<file path="src/rtl/mem_pkg.sv">
`default_nettype none
// ============================================================================
// Module      : mem_pkg
// Description : Shared widths, depth and word/address types for memory.
// Revision    : 1.0 - initial release
// ============================================================================
package mem_pkg;
    localparam int DATA_W = 16;
    localparam int ADDR_W = 6;
    localparam int DEPTH  = 2 ** ADDR_W;

    typedef logic [DATA_W-1:0] word_t;
    typedef logic [ADDR_W-1:0] addr_t;
endpackage
`default_nettype wire

</file>
<file path="src/rtl/step_edge.sv">
`default_nettype none
// ============================================================================
// Module      : step_edge
// Description : One-flop rising-edge detector for a clk-synchronous strobe.
// Revision    : 1.0 - initial release
// ============================================================================
module step_edge (
    input  logic clk,
    input  logic reset,
    input  logic in,
    output logic pulse
);
    logic r_in_q;

    always_ff @(posedge clk or posedge reset) begin
        if (reset) begin
            r_in_q <= 1'b0;
        end else begin
            r_in_q <= in;
        end
    end

    // Clearing the history flop on reset makes a strobe already high at release look like an edge.
    assign pulse = in & ~r_in_q;
endmodule
`default_nettype wire

</file>
<file path="src/rtl/memory.sv">
`default_nettype none
// ============================================================================
// Module      : memory
// Description : 64 x 16 register-file memory, step-qualified writes and a
//               registered read-first read port.
// Revision    : 1.0 - initial release
// ============================================================================
module memory
    import mem_pkg::*;
#(
    parameter int DATA_W = mem_pkg::DATA_W,
    parameter int ADDR_W = mem_pkg::ADDR_W
) (
    input  logic              clk,
    input  logic              reset,
    input  logic              write,
    input  logic              step,
    input  logic [ADDR_W-1:0] address,
    input  logic [DATA_W-1:0] din,
    output logic [DATA_W-1:0] dout
);
    localparam int DEPTH = 2 ** ADDR_W;

    logic [DATA_W-1:0] r_mem [0:DEPTH-1];
    logic [DATA_W-1:0] r_dout;
    logic              w_step_pulse;

    step_edge u_step_edge (
        .clk   (clk),
        .reset (reset),
        .in    (step),
        .pulse (w_step_pulse)
    );

    // Read samples the array before the write lands, giving read-first behaviour.
    always_ff @(posedge clk or posedge reset) begin
        if (reset) begin
            r_dout <= '0;
            for (int i = 0; i < DEPTH; i++) begin
                r_mem[i] <= '0;
            end
        end else begin
            r_dout <= r_mem[address];
            if (w_step_pulse && write) begin
                r_mem[address] <= din;
            end
        end
    end

    assign dout = r_dout;
endmodule
`default_nettype wire

</file>
<file path="config.mk">
export PLATFORM = sky130hd
export DESIGN_NAME = memory
export DESIGN_NICKNAME = d
export VERILOG_FILES = /design/src/rtl/mem_pkg.sv /design/src/rtl/step_edge.sv /design/src/rtl/memory.sv
export SDC_FILE = /design/constraint.sdc
export NUM_CORES = 2
export LEC_CHECK = 0
export BUFFER_PORTS_ARGS = -buffer_cell sky130_fd_sc_hd__buf_2
export CAP_MARGIN = 20
export CORE_MARGIN = 2
export CORE_UTILIZATION = 23
export CTS_BUF_LIST = sky130_fd_sc_hd__clkbuf_4
export DETAILED_ROUTE_END_ITERATION = 10
export GPL_TIMING_DRIVEN = 0
export PLACE_DENSITY = 0.37
export SYNTH_ARGS = -nofsm -noshare
export SYNTH_HDL_FRONTEND = slang
export SYNTH_SLANG_ARGS = --single-unit
</file>
<file path="constraint.sdc">
create_clock -name clk -period 50.9 [get_ports clk]
set_clock_uncertainty 0.05 [all_clocks]
set_input_delay 7.635 -clock clk [delete_from_list [all_inputs] [get_ports clk]]
set_output_delay 7.635 -clock clk [all_outputs]
set_load 0.02 [all_outputs]
</file>
Yosys cells after proc, flatten, opt, wreduce, memory -nomap -nowiden
Index checks and enable logic that the tools add are counted.

storage, ports and cells
  input bits = 26
  flip-flop bits (word level) = 1041
  output and inout bits = 16
  word-level logic and storage cells = 79

cells by class
  reductions and logical operators = 2
  order comparisons = 2
  bitwise gates (word level) = 3
  muxes and demuxes = 6

operator list
  cell                                                         count
  bitwise mux 1024 bit                                         1
  binary-select mux 16 bit (select 6 bit)                      1
  demux 16 bit (select 6 bit)                                  1
  2-to-1 mux 16 bit                                            3
  >= comparator 7 bit (second input constant)                  1
  less-than comparator 7 x 1 -> 1 bit (second input constant)  1
  inverter 6 -> 7 bit                                          1
  logical AND 1 bit                                            2
  bitwise AND 1 bit                                            1
  inverter 1 bit                                               1

Logic depth before layout (Yosys ltp)
  depth in word-level cells = 6
  mapped depth = 11
  depth with buffers taken out = 5

Cells and area by module
A second synthesis with hierarchy kept.

second synthesis, totals
  cell total of the unflattened synthesis = 3470
  area total of the unflattened synthesis = 47807.1 sq um

modules (own cells, without submodules)
  module     instances  seq. area each (sq um)  area each (sq um)  cells an instance
  memory     1          26025.0                 47764.6            3467
  step_edge  1          25.0                    42.5               3

Worst setup path before layout
Ideal clock, no wire load.

  path type = in2reg
  start point = input port address[0]
  end point = register r_mem[160] in the netlist's numbering
  library setup time = 125 ps
  data arrival time = 9399 ps
  cell stages on the path = 8
  setup slack = 41326 ps
  buffers on the path = 4
  data required time = 50725 ps
  path through = buf_4 > buf_2 > and4_1 > clkbuf_1 > nand2_1 > nor2_2 > buf_2 > mux2_2

between the ends
  cells in the longest elaborated chain, start to end = 6
  elaborated cells between the ends (all ways) = 7
  those cells by class = order compare: 2; mux: 3; bitwise: 1; reduce/logical: 1

RTL lines
  element                                                                                                  line          text
  start: declaration                                                                                       memory.sv:18  input logic [ADDR_W-1:0] address,
  inverter 6 -> 7 bit (not written as such) (*)                                                            memory.sv:45  r_mem[address] <= din;
  >= comparator 7 bit (not written as such) / less-than comparator 7 x 1 -> 1 bit (equally long branches)  memory.sv:45
  logical AND 1 bit (not written as such)                                                                  memory.sv:45
  2-to-1 mux 16 bit (not written as such)                                                                  memory.sv:45
  demux 16 bit (select 6 bit) (*)                                                                          memory.sv:45
  bitwise mux 1024 bit (*)                                                                                 memory.sv:45
  end signal: indexed assignment                                                                           memory.sv:45
  end: declaration                                                                                         memory.sv:24  logic [DATA_W-1:0] r_mem [0:DEPTH-1];

Every way passes the cells marked *; elsewhere a longest branch is shown, timed or not.
A chain may end at the register's enable or synchronous reset.

Worst setup path after layout
  start point = input port address[2]
  end point = register r_dout[9] (netlist: dout[9])

between the ends
  cells in the longest elaborated chain, start to end = 4

RTL lines
  element                                                line          text
  inverter 6 -> 7 bit (not written as such)              memory.sv:43  r_dout <= r_mem[address];
  binary-select mux 16 bit (select 6 bit)                memory.sv:43
  2-to-1 mux 16 bit (not written as such) (2 in series)  memory.sv:43
  end signal: assignment                                 memory.sv:43
  end: declaration                                       memory.sv:25  logic [DATA_W-1:0] r_dout;

Every way passes these cells. The select of a mux whose other input is x is not followed.

==> impl_metrics.ini <==
[status]
status = complete, no violations

[synthesis]
ys_seq_elements = 1041
synth.largest_area_cell = dfrtp_1
postSynthAreaPerCell_sq_um = 13.67
synth_edf_count = 0
netlist_top_cells_count = dfrtp_1, mux2_2, a221oi_1
synth_area_leaders = dfrtp_1, mux2_2, a221oi_1
syn_area_sq_mm = 0.04791
ys_warn_count = 0
ys_types = 69
synthArstFlopShare = 1.000
yosysMostFrequentCell = dfrtp_1
synth_top_area_frac = 0.5437
yosysSeqAreaShare = 0.5437
syn_nets = 3530
synth_cells = 3504
synth_flop_cell = dfrtp_1

[global_routing]
grt_max_degree = 118
grt_pass1_vias = 37160
grt_usage = 0.2646
overflow = 0
antenna_found_initial = 58
grt_pass1_wl_um = 369500

[clocking]
clock-sinks = 1041
post-cts-setup-buffer-count = 0
cts_tree = built
clk_pin_slew_ns = 0.06
postCtsHoldBufs = 0
cts_resized = 0
cts_buffers = 320
cts_max_path_buffers = 4
htreeDepth = 5
clock_latency_ns = 1.35
root_buffer = clkbuf_4

[placement]
post-place-ws_ns = 38.26
dp.cells = 6367
place.gp.congestion = 0.9182
io_buffers = 23
dp_hpwl_um = 191000

[critical_path]
ff2ff_setup_slack_ns = 47.36
crit_path_max_fanout = 11
crit_type = primary input to register
crit_path_end_kind = register
arrival_ns = 12.53
worstPathRequired_ns = 51.89
reg2regPathDepth = 7
cp-start-kind = primary input
r2r-end = r_mem[487]$_DFFE_PP0P_
rr_startpoint = u_step_edge.r_in_q$_DFF_PP0_

[min_path]
min-delay-start = r_mem[978]$_DFFE_PP0P_
hold_class = register to register
hold_depth = 1
holdPathEnd = r_mem[978]$_DFFE_PP0P_

[floorplan]
core_area_sq_mm = 0.2071
num_rows = 167
die_x_um = 460.4
die_area_sq_mm = 0.2120
initial_core_util = 0.2314
die_h_um = 460.4
io_pins = 42

[sta]
hold_viol = 0
slew_violations = 0
setup_violations = 0
tightest_slew_ns = 1.220
min_period_over_period = 0.2266
fin_ws_ns = 39.36
layout_min_cycle_time_ns = 11.54
rsz0062_at_grt = false
max_freq_mhz = 86.68
slew_headroom = 0.1867

[power]
power_mw = 1.931
cellPowerDensity_mw_per_mm2 = 34.31
p_leak_nw = 26.55
ir_drop_uv = 25.01

[final_layout]
final_cells = 6899
layout.nets = 3928
postLayoutCoreUtil = 0.2718
drive_gt1_frac = 0.4474
areaGrowthSynthToFinish_pct = 17.48

[route]
drt_iter0_drc = 4816
viasPerCell = 5.448
drcViolationCount = 0
postRouteAntennaNets = 0
vias = 37580
drt_first_pass_iters = 6
wl_um = 285000
wire_per_inst_um = 41.30

[run]
max_cap_viol_count = 0
==> sequential cells by signal, summed over array words and instances, names as in the netlist <==
register,count
dout,16
u_step_edge.r_in_q,1
r_mem,1024
==> layer usage <==
| metal | global-route usage | wire (um) |
|---|---|---|
| met5 | 0 | 58 |
| met3 | 0.06301 | 24590 |
| met2 | 0.3888 | 121600 |
| met1 | 0.3586 | 122300 |
| met4 | 0.1382 | 16400 |
==> critical path, stage by stage <==
cell and delay [ns]:
buf_2 0.15, buf_4 0.26, buf_4 0.32, buf_2 0.67, buf_2 0.61, buf_2 0.70, clkbuf_2 0.83, o221ai_1 0.52
a2bb2oi_1 0.33, nand4_1 0.42
==> worst max-delay path by stage <==
stage	slack [ns]	start	cells past startpoint	endpoint
after floorplan	13.92	reset	1	dout[0]$_DFF_PP0_
after global placement	-2.27	reset	2	r_mem[507]$_DFFE_PP0P_
after detailed placement	38.26	address[2]	10	dout[6]$_DFF_PP0_
after CTS	39.71	address[2]	10	dout[6]$_DFF_PP0_
after global routing	39.66	address[2]	10	dout[9]$_DFF_PP0_
final	39.36	address[2]	10	dout[9]$_DFF_PP0_
==> placed cells by master, fill, tap and decap left out, types with 44 or more instances in the layout <==
master and instances:
clkbuf_1 135, dfrtp_1 1041, a21oi_1 82, a22oi_1 62, mux2_2 946, mux2_1 144, o21ai_0 44, nand3b_1 63
o22ai_1 55, buf_2 155, a221oi_1 217, clkbuf_4 456
==> layout make-up <==
type,instances,area (sq um)
clock buffer,456,3423
antenna,30,75.07
multi-input combinational,2087,20150
clock inverter,45,221.5
tap,2788,3488
fill,21590,150800
buffer,371,1770
sequential,1041,26050
inverter,5,31.28
timing repair buffer,76,1080
==> logic make-up (layout without fill, tap and decap cells) <==
group           count (synthesis)  after routing  synth area share
mux                          1148           1148            0.2769
flops                        1041           1041            0.5437
compound gates                580            580           0.09234
buf+inv                       376            953           0.03604
simple gates                  359            359           0.05103
other cells                     0             30                 0
==> through the flow <==
step	instance area [sq um]	hold WS [ns]	TNS (ns)
3_5_place_dp	52550	0.4237	0
6_report	56290	0.4368	0
3_3_place_gp	51520	0.4154	-2138.93
4_1_cts	56200	0.4363	0
5_1_grt	56250	0.4512	0
2_1_floorplan	47910	0.4059	0
==> report_power, final <==
group	internal, mW	switching [mW]	total, mW
registers	0.867	0.0217	0.888
logic	0.0627	0.160	0.222
clock network	0.415	0.406	0.820
total	1.34	0.587	1.93
(Power assumes the default switching activity.)
